[src/rtl/prog_arb_pkg.sv]
// Shared types for the program-memory write arbiter: FSM states,
// write-source select encoding and default bus widths.
package prog_arb_pkg;

    localparam int ADDR_W_DEF = 4;
    localparam int DATA_W_DEF = 8;

    typedef enum logic [2:0] {
        ST_RUN,
        ST_TO_PROG,
        ST_PROG,
        ST_DRAIN,
        ST_TO_RUN
    } state_t;

    typedef enum logic [1:0] {
        SRC_NONE,
        SRC_CPU,
        SRC_SER,
        SRC_MAN
    } src_t;

    // Every state other than RUN belongs to the PROGRAM side.
    function automatic logic is_prog_side(state_t s);
        return s != ST_RUN;
    endfunction

    // Only these two states may hand the port to the serial or manual source.
    function automatic logic is_prog_grant(state_t s);
        return (s == ST_PROG) || (s == ST_DRAIN);
    endfunction

endpackage

[src/rtl/prog_write_arbiter_if.sv]
// Bundle of write-source inputs, the memory write port and status flags.
// The slave modport is the arbiter's view; the master modport is the
// view of whatever drives the sources and watches the memory port.
interface prog_write_arbiter_if #(
    parameter int ADDR_W = 4,
    parameter int DATA_W = 8
);
    logic              prog_mode;
    logic              cpu_we;
    logic [ADDR_W-1:0] cpu_addr;
    logic [DATA_W-1:0] cpu_data;
    logic              ser_we;
    logic [ADDR_W-1:0] ser_addr;
    logic [DATA_W-1:0] ser_data;
    logic              man_we;
    logic [ADDR_W-1:0] man_addr;
    logic [DATA_W-1:0] man_data;
    logic              mem_we;
    logic [ADDR_W-1:0] mem_addr;
    logic [DATA_W-1:0] mem_data;
    logic              cpu_stall;
    logic              in_prog;
    logic              busy;
    logic              ser_ovf;

    modport slave (
        input  prog_mode, cpu_we, cpu_addr, cpu_data,
               ser_we, ser_addr, ser_data,
               man_we, man_addr, man_data,
        output mem_we, mem_addr, mem_data,
               cpu_stall, in_prog, busy, ser_ovf
    );

    modport master (
        output prog_mode, cpu_we, cpu_addr, cpu_data,
               ser_we, ser_addr, ser_data,
               man_we, man_addr, man_data,
        input  mem_we, mem_addr, mem_data,
               cpu_stall, in_prog, busy, ser_ovf
    );

endinterface

[src/rtl/prog_wr_fifo.sv]
// Small synchronous FIFO of {addr, data} pairs holding serial-loader
// writes until the arbiter can grant them. A push into a full FIFO is
// accepted only when a pop happens in the same cycle.
module prog_wr_fifo #(
    parameter int ADDR_W = 4,
    parameter int DATA_W = 8,
    parameter int DEPTH  = 2
) (
    input  logic              clk,
    input  logic              rst,
    input  logic              push,
    input  logic [ADDR_W-1:0] push_addr,
    input  logic [DATA_W-1:0] push_data,
    input  logic              pop,
    output logic [ADDR_W-1:0] pop_addr,
    output logic [DATA_W-1:0] pop_data,
    output logic              full,
    output logic              empty
);

    localparam int PW = $clog2(DEPTH);

    logic [ADDR_W+DATA_W-1:0] store [DEPTH];
    logic [PW:0]              wr_ptr;
    logic [PW:0]              rd_ptr;
    logic                     do_push;
    logic                     do_pop;

    // Extra pointer bit tells full from empty when the indexes coincide.
    assign empty   = (wr_ptr == rd_ptr);
    assign full    = (wr_ptr[PW] != rd_ptr[PW]) &&
                     (wr_ptr[PW-1:0] == rd_ptr[PW-1:0]);
    assign do_pop  = pop && !empty;
    assign do_push = push && (!full || do_pop);

    assign {pop_addr, pop_data} = store[rd_ptr[PW-1:0]];

    // Pointer update; reset discards all queued entries.
    always_ff @(posedge clk) begin
        if (rst) begin
            wr_ptr <= '0;
            rd_ptr <= '0;
        end else begin
            if (do_push) wr_ptr <= wr_ptr + (PW+1)'(1);
            if (do_pop)  rd_ptr <= rd_ptr + (PW+1)'(1);
        end
    end

    // Entry storage; contents are don't-care until pointed at.
    always_ff @(posedge clk) begin
        if (do_push) store[wr_ptr[PW-1:0]] <= {push_addr, push_data};
    end

endmodule

[src/rtl/prog_write_arbiter.sv]
// Owner of the program-memory write port. Shares it between the CPU
// (RUN only), the serial loader (queued) and the manual programmer
// (edge-captured), sequencing RUN/PROGRAM changes through guard states.
// Optional feature: define PROG_ARB_RR_EN for round-robin between the
// serial and manual sources; otherwise serial has fixed priority.
module prog_write_arbiter
    import prog_arb_pkg::*;
#(
    parameter int ADDR_W    = ADDR_W_DEF,
    parameter int DATA_W    = DATA_W_DEF,
    parameter int SER_DEPTH = 2
) (
    input logic                 clk,
    input logic                 rst,
    prog_write_arbiter_if.slave bus
);

    state_t            state;
    state_t            state_nxt;
    src_t              sel;

    logic              fifo_full;
    logic              fifo_empty;
    logic              fifo_pop;
    logic [ADDR_W-1:0] fifo_addr;
    logic [DATA_W-1:0] fifo_data;

    logic              man_q;
    logic              man_edge;
    logic              man_pend;
    logic [ADDR_W-1:0] man_addr_q;
    logic [DATA_W-1:0] man_data_q;

    logic              ser_req;
    logic              man_req;
    logic [ADDR_W-1:0] wr_addr;
    logic [DATA_W-1:0] wr_data;

    logic              mem_we_q;
    logic [ADDR_W-1:0] mem_addr_q;
    logic [DATA_W-1:0] mem_data_q;
    logic              ovf_q;

`ifdef PROG_ARB_RR_EN
    // Set when serial won the most recent contended grant.
    logic              rr_last_ser;
`endif

    assign ser_req  = !fifo_empty;
    assign man_req  = man_pend;
    assign fifo_pop = (sel == SRC_SER);
    assign man_edge = bus.man_we && !man_q;

    prog_wr_fifo #(
        .ADDR_W (ADDR_W),
        .DATA_W (DATA_W),
        .DEPTH  (SER_DEPTH)
    ) u_fifo (
        .clk       (clk),
        .rst       (rst),
        .push      (bus.ser_we),
        .push_addr (bus.ser_addr),
        .push_data (bus.ser_data),
        .pop       (fifo_pop),
        .pop_addr  (fifo_addr),
        .pop_data  (fifo_data),
        .full      (fifo_full),
        .empty     (fifo_empty)
    );

    // State register.
    always_ff @(posedge clk) begin
        if (rst) state <= ST_RUN;
        else     state <= state_nxt;
    end

    // Next state and write-source grant.
    always_comb begin
        state_nxt = state;
        sel       = SRC_NONE;
        case (state)
            ST_RUN: begin
                if (bus.cpu_we)    sel       = SRC_CPU;
                if (bus.prog_mode) state_nxt = ST_TO_PROG;
            end
            ST_TO_PROG: state_nxt = ST_PROG;
            ST_PROG: begin
                if (!bus.prog_mode) state_nxt = ST_DRAIN;
            end
            ST_DRAIN: begin
                if (bus.prog_mode)                state_nxt = ST_PROG;
                else if (fifo_empty && !man_pend) state_nxt = ST_TO_RUN;
            end
            ST_TO_RUN: state_nxt = ST_RUN;
            default:   state_nxt = ST_RUN;
        endcase

        if (is_prog_grant(state)) begin
`ifdef PROG_ARB_RR_EN
            if (ser_req && man_req) sel = rr_last_ser ? SRC_MAN : SRC_SER;
            else if (ser_req)       sel = SRC_SER;
            else if (man_req)       sel = SRC_MAN;
`else
            if (ser_req)      sel = SRC_SER;
            else if (man_req) sel = SRC_MAN;
`endif
        end
    end

    // Address/data of the granted source.
    always_comb begin
        wr_addr = mem_addr_q;
        wr_data = mem_data_q;
        case (sel)
            SRC_CPU: begin wr_addr = bus.cpu_addr; wr_data = bus.cpu_data;   end
            SRC_SER: begin wr_addr = fifo_addr;    wr_data = fifo_data;      end
            SRC_MAN: begin wr_addr = man_addr_q;   wr_data = man_data_q;     end
            default: begin wr_addr = mem_addr_q;   wr_data = mem_data_q;     end
        endcase
    end

    // Registered memory port: one-cycle write pulse, address/data hold.
    always_ff @(posedge clk) begin
        if (rst) begin
            mem_we_q   <= 1'b0;
            mem_addr_q <= '0;
            mem_data_q <= '0;
        end else begin
            mem_we_q   <= (sel != SRC_NONE);
            mem_addr_q <= wr_addr;
            mem_data_q <= wr_data;
        end
    end

    // Manual capture: a new edge overrides a same-cycle grant so the
    // newest switch setting is never lost.
    always_ff @(posedge clk) begin
        if (rst) begin
            man_q      <= 1'b0;
            man_pend   <= 1'b0;
            man_addr_q <= '0;
            man_data_q <= '0;
        end else begin
            man_q <= bus.man_we;
            if (man_edge && is_prog_side(state)) begin
                man_pend   <= 1'b1;
                man_addr_q <= bus.man_addr;
                man_data_q <= bus.man_data;
            end else if (sel == SRC_MAN) begin
                man_pend   <= 1'b0;
            end
        end
    end

    // Sticky overflow: a strobe dropped because the FIFO stayed full.
    always_ff @(posedge clk) begin
        if (rst)                                         ovf_q <= 1'b0;
        else if (bus.ser_we && fifo_full && !fifo_pop)   ovf_q <= 1'b1;
    end

`ifdef PROG_ARB_RR_EN
    // Round-robin pointer moves only on contended grants.
    always_ff @(posedge clk) begin
        if (rst)                   rr_last_ser <= 1'b0;
        else if (ser_req && man_req && sel != SRC_NONE)
                                   rr_last_ser <= (sel == SRC_SER);
    end
`endif

    assign bus.mem_we    = mem_we_q;
    assign bus.mem_addr  = mem_addr_q;
    assign bus.mem_data  = mem_data_q;
    assign bus.cpu_stall = bus.cpu_we && (state != ST_RUN);
    assign bus.in_prog   = is_prog_side(state);
    assign bus.busy      = (state != ST_RUN) || !fifo_empty || man_pend;
    assign bus.ser_ovf   = ovf_q;

endmodule

[src/flat_wrapper.sv]
// flat-port wrapper written by rule: the top's interface ports become plain ports
module prog_write_arbiter_flat import prog_arb_pkg::*;
#(
    parameter int ADDR_W    = ADDR_W_DEF,
    parameter int DATA_W    = DATA_W_DEF,
    parameter int SER_DEPTH = 2
)
  (clk, rst, bus_prog_mode, bus_cpu_we, bus_cpu_addr, bus_cpu_data, bus_ser_we, bus_ser_addr, bus_ser_data, bus_man_we, bus_man_addr, bus_man_data, bus_mem_we, bus_mem_addr, bus_mem_data, bus_cpu_stall, bus_in_prog, bus_busy, bus_ser_ovf);
  prog_write_arbiter_if #(.ADDR_W(ADDR_W), .DATA_W(DATA_W)) bus_i ();
  input logic clk;
  input logic rst;
  input wire logic [$bits(bus_i.prog_mode)-1:0] bus_prog_mode;
  input wire logic [$bits(bus_i.cpu_we)-1:0] bus_cpu_we;
  input wire logic [$bits(bus_i.cpu_addr)-1:0] bus_cpu_addr;
  input wire logic [$bits(bus_i.cpu_data)-1:0] bus_cpu_data;
  input wire logic [$bits(bus_i.ser_we)-1:0] bus_ser_we;
  input wire logic [$bits(bus_i.ser_addr)-1:0] bus_ser_addr;
  input wire logic [$bits(bus_i.ser_data)-1:0] bus_ser_data;
  input wire logic [$bits(bus_i.man_we)-1:0] bus_man_we;
  input wire logic [$bits(bus_i.man_addr)-1:0] bus_man_addr;
  input wire logic [$bits(bus_i.man_data)-1:0] bus_man_data;
  output wire logic [$bits(bus_i.mem_we)-1:0] bus_mem_we;
  output wire logic [$bits(bus_i.mem_addr)-1:0] bus_mem_addr;
  output wire logic [$bits(bus_i.mem_data)-1:0] bus_mem_data;
  output wire logic [$bits(bus_i.cpu_stall)-1:0] bus_cpu_stall;
  output wire logic [$bits(bus_i.in_prog)-1:0] bus_in_prog;
  output wire logic [$bits(bus_i.busy)-1:0] bus_busy;
  output wire logic [$bits(bus_i.ser_ovf)-1:0] bus_ser_ovf;
  assign bus_i.prog_mode = bus_prog_mode;
  assign bus_i.cpu_we = bus_cpu_we;
  assign bus_i.cpu_addr = bus_cpu_addr;
  assign bus_i.cpu_data = bus_cpu_data;
  assign bus_i.ser_we = bus_ser_we;
  assign bus_i.ser_addr = bus_ser_addr;
  assign bus_i.ser_data = bus_ser_data;
  assign bus_i.man_we = bus_man_we;
  assign bus_i.man_addr = bus_man_addr;
  assign bus_i.man_data = bus_man_data;
  assign bus_mem_we = bus_i.mem_we;
  assign bus_mem_addr = bus_i.mem_addr;
  assign bus_mem_data = bus_i.mem_data;
  assign bus_cpu_stall = bus_i.cpu_stall;
  assign bus_in_prog = bus_i.in_prog;
  assign bus_busy = bus_i.busy;
  assign bus_ser_ovf = bus_i.ser_ovf;
  prog_write_arbiter #(.ADDR_W(ADDR_W), .DATA_W(DATA_W), .SER_DEPTH(SER_DEPTH)) u_core (.clk(clk), .rst(rst), .bus(bus_i));
endmodule
[config.mk]
export PLATFORM = sky130hd
export DESIGN_NAME = prog_write_arbiter_flat
export DESIGN_NICKNAME = d
export VERILOG_FILES = /design/src/rtl/prog_arb_pkg.sv /design/src/rtl/prog_write_arbiter_if.sv /design/src/rtl/prog_wr_fifo.sv /design/src/rtl/prog_write_arbiter.sv /design/src/flat_wrapper.sv
export SDC_FILE = /design/constraint.sdc
export NUM_CORES = 1
export LEC_CHECK = 0
export ABC_CLOCK_PERIOD_IN_PS = 2530
export CORE_UTILIZATION = 41
export DETAILED_ROUTE_END_ITERATION = 12
export MAX_ROUTING_LAYER = met4
export PLACE_DENSITY = 0.67
export SLEW_MARGIN = 20
export SYNTH_ARGS = -nofsm -noshare
export SYNTH_HDL_FRONTEND = slang
export SYNTH_SLANG_ARGS = --single-unit
[constraint.sdc]
create_clock -name clk -period 2.53 [get_ports clk]
set_input_delay 0.506 -clock clk [delete_from_list [all_inputs] [get_ports clk]]
set_output_delay 0.506 -clock clk [all_outputs]
set_load 0.02 [all_outputs]
---- After elaboration in Yosys (flattened, before gate mapping) ----
Memory sizes are Yosys's and may differ from the RTL's. A register that Yosys moved wholly into a read port is not among the register bits.
Cells that the tools add are included.
word-level totals
  memory bits (writable) .................. 24
  input port bits ......................... 42
  register bits ........................... 35
  bits in latches ......................... 0
  bits in read-only memories .............. 0
  word-level logic and storage cells ...... 68
  memories ................................ 1
cells by class
  magnitude comparators ................... 0
  multiplexer cells ....................... 18
  div/mod/pow operators ................... 0
  shifts and indexed selects .............. 0
  reductions and logical operators ........ 24
  $add $sub $neg .......................... 2
  bitwise operators ....................... 0
  equal/unequal tests ..................... 12
  multipliers ............................. 0
memories
  memory               words  width  rd ports  clocked after Yosys merged registers in  wr ports  RTL line            RTL
  u_core.u_fifo.store  2      12     1         1                                        1         prog_wr_fifo.sv:23  logic [ADDR_W+DATA_W-1:0] store [DEPTH];
operators with widths
  kind                 count
  $pmux 8 s3           1
  $mux 3               4
  $pmux 3 s4           1
  $pmux 4 s3           1
  $logic_and 1x1->1    9
  $mux 2               4
  $mux 1               7
  $eq 3x2->1 const B   2
  $reduce_bool 3->1    2
  $logic_not 1->1      5
  $add 2x1->2 const B  2
  $eq 2x2->1 const B   2
  $logic_or 1x1->1     4
  $ne 2x2->1 const B   2
  $reduce_bool 2->1    2
  $eq 3x1->1 const B   1
  $logic_not 3->1      1
  $ne 3x2->1 const B   1
  $reduce_and 3->1     1
  $eq 2x1->1 const B   1
  $eq 2x2->1           1
  $eq 1x1->1           1
  $ne 1x1->1           1

---- Longest topological paths before layout ----
  depth after elaboration ................. 11
  depth in mapped cells ................... 7
  gate-level depth less buffers ........... 4

---- Cells and area by module ----
Synthesis repeated with hierarchy kept, for this count alone.
unflattened totals
  cells, all modules ...................... 260
  area, all modules ....................... 2721.4 um^2
by module, submodules not included
  module              area an instance (um^2)  times used  seq. area each (um^2)  cells each
  prog_write_arbiter  1565.3                   1           620.6                  188
  prog_wr_fifo        1156.1                   1           820.8                  72

---- Worst setup path before layout ----
OpenSTA, ideal clock, no wires.
  path type ............................... register -> register
  from .................................... reg u_core.u_fifo.rd_ptr[0]
  to ...................................... mem u_core.u_fifo.store[0][0] (netlist name), enable pin
  clock period less this slack ............ 1842 ps
  slack ................................... 688 ps
  path buffers ............................ 0
  library setup time ...................... 380 ps
  arrival ................................. 1462 ps
  cell stages (with the launch flop) ...... 4
  path through ............................ dfxtp_1 > xor2_1 > o31ai_2 > nor2_1
between the ends
  longest elaborated chain between the ends .. 9
  elaborated cells on any way between the ends .. 13
RTL lines
  element                         RTL line                   RTL
  from (decl)                     prog_wr_fifo.sv:25         logic [PW:0] rd_ptr;
  from (signal assigned)          prog_wr_fifo.sv:45         if (do_pop) rd_ptr <= rd_ptr + (PW+1)'(1);
  $eq 2x2->1                      prog_wr_fifo.sv:30         assign empty = (wr_ptr == rd_ptr);
  $mux 2                          prog_write_arbiter.sv:104  if (ser_req) sel = SRC_SER;
  $mux 2                          prog_write_arbiter.sv:98   if (is_prog_grant(state)) begin
  $eq 2x2->1                      prog_write_arbiter.sv:51   assign fifo_pop = (sel == SRC_SER);
  $logic_and 1x1->1               prog_wr_fifo.sv:33         assign do_pop = pop && !empty;
  $logic_or 1x1->1 *              prog_wr_fifo.sv:34         assign do_push = push && (!full || do_pop);
  $logic_and 1x1->1 *             prog_wr_fifo.sv:34
  $mux 1 *                        prog_wr_fifo.sv:51         if (do_push) store[wr_ptr[PW-1:0]] <= {push_addr, push_data};
  $mux 1 (implied by the code) *  prog_wr_fifo.sv:51
  to (decl)                       prog_wr_fifo.sv:23
Every way passes the cells marked *; elsewhere a longest branch is shown, timed or not.

---- Worst setup path after layout ----
  from .................................... reg u_core.u_fifo.rd_ptr[0]
  to ...................................... out bus_busy
between the ends
  longest elaborated chain between the ends .. 4
RTL lines
  element                         RTL line                   RTL
  $eq 2x2->1                      prog_wr_fifo.sv:30
  $logic_not 1->1                 prog_write_arbiter.sv:175  assign bus.busy = (state != ST_RUN) || !fifo_empty || man_pend;
  $logic_or 1x1->1 (2 in series)  prog_write_arbiter.sv:175
  to (decl)                       flat_wrapper.sv:27         output wire logic [$bits(bus_i.busy)-1:0] bus_busy;
Every way passes these cells.

==> impl_metrics.py <==
metrics = {
    "final_layout": {
        "nets": 319,
        "drive_gt1_frac": 0.170,
        "antenna_cells": 0,
        "mostFrequentLayoutCells": "58 x clkdlybuf4s50_1, 36 x dfxtp_1, 24 x mux2i_1, 24 x edfxtp_1, 22 x nor2_1",
        "area_delta_synth_final_pct": 31.6,
        "fillCellCount": 549,
        "final_util": 0.571,
        "layout_commonest_cell": "clkdlybuf4s50_1",
    },
    "critical_path": {
        "reg2reg_to": "u_core.bus.mem_data[7]",
        "crit_family": "buffers and inverters",
        "cpMaxStageDelayCell": "clkdlybuf4s50_1",
        "start_kind": "register",
        "path_class": "reg -> out",
        "end_kind": "output port",
        "reg2reg_setup_slack_ps": 390,
        "worst-r2r-cell-count": 5,
        "cp_slowest_stage_delay_ps": 550,
        "r2r-start": "u_core.u_fifo.rd_ptr[0]",
        "worstPathRequired_ps": 2020,
        "cp_num_buf_inv": 1,
        "path_cells": "xor2_1 -> nor3_1 -> nand2_1 -> clkdlybuf4s50_1",
        "path_max_fanout": 4,
        "arrival_ps": 1870,
    },
    "hold_path": {
        "hold_depth": 2,
        "holdPathEnd": "u_core.bus.ser_ovf",
        "hp-class": "reg -> reg",
        "hold_path.startpoint": "u_core.bus.ser_ovf",
    },
    "grt": {
        "globalRouteOverflowTotal": 0,
        "grt_pass1_vias": 1872,
        "grt_antenna_before_repair": 0,
        "grt_max_degree": 37,
        "grtUsageTotal": 0.191,
        "grt_first_pass_wirelength_mm": 8.91,
    },
    "sta": {
        "timing.fmax_mhz": 421,
        "fin_setup_tns_ps": 0,
        "finalWorstSetupSlack_ps": 155,
        "rsz0062_at_grt": "no",
        "finClkSkew_ps": 6.41,
        "hold_viol": 0,
        "worst_slew_pin_slew_ps": 929,
        "final.min_clock_period_ps": 2370,
        "slew_headroom": 0.377,
        "setup_viol": 0,
        "drv_slew": 0,
        "post-route-period-util": 0.939,
    },
    "die": {
        "die_w_um": 81.9,
        "rows": 28,
        "core_area_um2": 6030,
        "dieHeight_um": 81.9,
        "initial_core_util": 0.434,
        "die_area_um2": 6700,
        "ios": 59,
    },
    "route": {
        "drc": 0,
        "drtAntennaViolNets": 0,
        "dr_total_vias": 1848,
        "wl_mm": 5.42,
        "drtIter0Drc": 112,
        "vias_per_cell": 5.18,
        "post_drt_wl_per_cell_um": 15.2,
        "drtPass1Iterations": 4,
    },
    "clock_network": {
        "numCtsBuffers": 9,
        "clkLatencyLatePin_ps": 330,
        "tritoncts": "yes",
        "cts_resized": 0,
        "cts_root_buf": "clkbuf_8",
        "postCtsHoldBufs": 0,
        "clockBufferDepth": 2,
        "post_cts_buffers": 0,
        "cts-htree-levels": 3,
        "clock_sink_count": 60,
        "clk_pin_slew_ps": 60,
    },
    "place": {
        "dp_slack_ps": 327,
        "gp_congestion": 0.807,
        "dp_hpwl_mm": 3.73,
        "port_buffers": 58,
    },
    "synth": {
        "yosysTopAreaCell": "dfxtp_1",
        "synth.avg_cell_area_um2": 12.4,
        "ys_seq_area_frac": 0.551,
        "synth_edf_count": 24,
        "netlist.area_leader.share": 0.275,
        "async_flop_share": 0,
        "yosysUniqueCellTypes": 36,
        "synth_cells": 211,
        "syn_nets": 253,
        "syn_area_um2": 2620,
        "ys_seq_elements": 60,
        "synth_area_leaders": "dfxtp_1 28%, edfxtp_1 28%, mux2i_1 9.2%, a211oi_2 4.8%, a22oi_1 3.2%",
        "ys_warn_count": 0,
        "yosys_most_used_dff": "dfxtp_1",
    },
    "run_status": {
        "outcome": "completed",
    },
    "flow_run": {
        "drv_cap": 0,
    },
    "power_and_ir_drop": {
        "power.leakage_nw": 1.19,
        "p_per_area_nw_per_um2": 737,
        "ir_drop_uv": 429,
    },
}
synth_stat cells, types with 2 or more instances:
cell       n
inv_1      3
a211oi_1   4
nor2b_1    5
mux2i_1   24
buf_6      3
dfxtp_1   36
xnor2_1    3
edfxtp_1  24
a21oi_1    3
xor2_1     3
nor4_1     2
xnor2_2    2
buf_2      4
a211oi_2  10
mux2_1     5
nand3_1    3
a21oi_4    2
o31ai_2    2
nand2_1    3
mux2_2     6
nor3_1    16
a22oi_1   11
nor2_1    22
clkbuf_1   3
metrics by stage:
| step | hold slack, ps | power [mW] | cells | instance area, µm² |
|---|---|---|---|---|
| 3_3_place_gp | 467 | 1.85 | 341 | 3280 |
| 3_5_place_dp | 464 | 1.86 | 341 | 3280 |
| 4_1_cts | 484 | 2.56 | 357 | 3430 |
| 6_report | 480 | 2.54 | 357 | 3440 |
| 2_1_floorplan | 460 | 1.61 | 211 | 2620 |
| 5_1_grt | 504 | 2.68 | 357 | 3440 |
worst register-to-register path, cell delays in order (launching register included):
cell and delay [ps]:
dfxtp_1 450, xor2_1 130, buf_4 180, o31ai_2 780, a22oi_1 260, a211oi_1 270
area by class of cell:
cell class              count  area [µm²]  area share
clock buffers              13         139      0.0403
inverters                   3        11.3     0.00327
well taps                  75        93.8      0.0273
multi-input cells         135        1090       0.316
repair buffers             68         656       0.190
flip-flops and latches     60        1440       0.419
clock inverters             3        13.8     0.00400
kinds of logic (layout without fill, tap and decap cells):
family                 after synthesis  in the layout  share of synthesized area
AND/OR/NAND/NOR                     57             57                      0.111
AO/OA/AOI/OAI                       35             35                      0.127
multiplexers                        35             35                      0.139
flip-flops                          60             60                      0.551
buffers and inverters               16             87                     0.0392
XOR/XNOR                             8              8                     0.0325
flip-flops by register name, indices dropped and copies added (netlist names), named ones only:
signal,cells
u_core.bus.mem_data,8
u_core.man_data_q,8
u_core.man_pend,1
u_core.man_q,1
u_core.state,3
u_core.bus.ser_ovf,1
u_core.man_addr_q,4
u_core.bus.mem_we,1
u_core.u_fifo.rd_ptr,2
u_core.u_fifo.store,24
u_core.bus.mem_addr,4
u_core.u_fifo.wr_ptr,2
routing by layer:
metal,wire [µm],share of wire,global-route usage
met1,2430,0.45,0.236
met2,2660,0.49,0.289
met3,282,0.052,0.0444
met4,49,0.0090,0.100
met5,0,0,-
power breakdown:
part / leakage, nW / total [mW] / switching, mW / internal, mW
clock network: 0.0788 / 0.697 / 0.347 / 0.350
logic: 0.587 / 0.667 / 0.335 / 0.332
registers: 0.520 / 1.17 / 0.0591 / 1.11
worst max path at each step:
| stage | depth (start not counted) | endpoint | start |
|---|---|---|---|
| after global routing | 4 | bus_busy | u_core.u_fifo.rd_ptr[0] |
| after floorplan | 3 | u_core.u_fifo.store[0][0] | u_core.u_fifo.rd_ptr[0] |
| after CTS | 4 | bus_busy | u_core.u_fifo.rd_ptr[0] |
| after detailed placement | 5 | u_core.bus.mem_data[7] | u_core.u_fifo.rd_ptr[0] |
| final | 4 | bus_busy | u_core.u_fifo.rd_ptr[0] |
| after global placement | 3 | bus_cpu_stall | bus_cpu_we |
(Power assumes the default switching activity.)
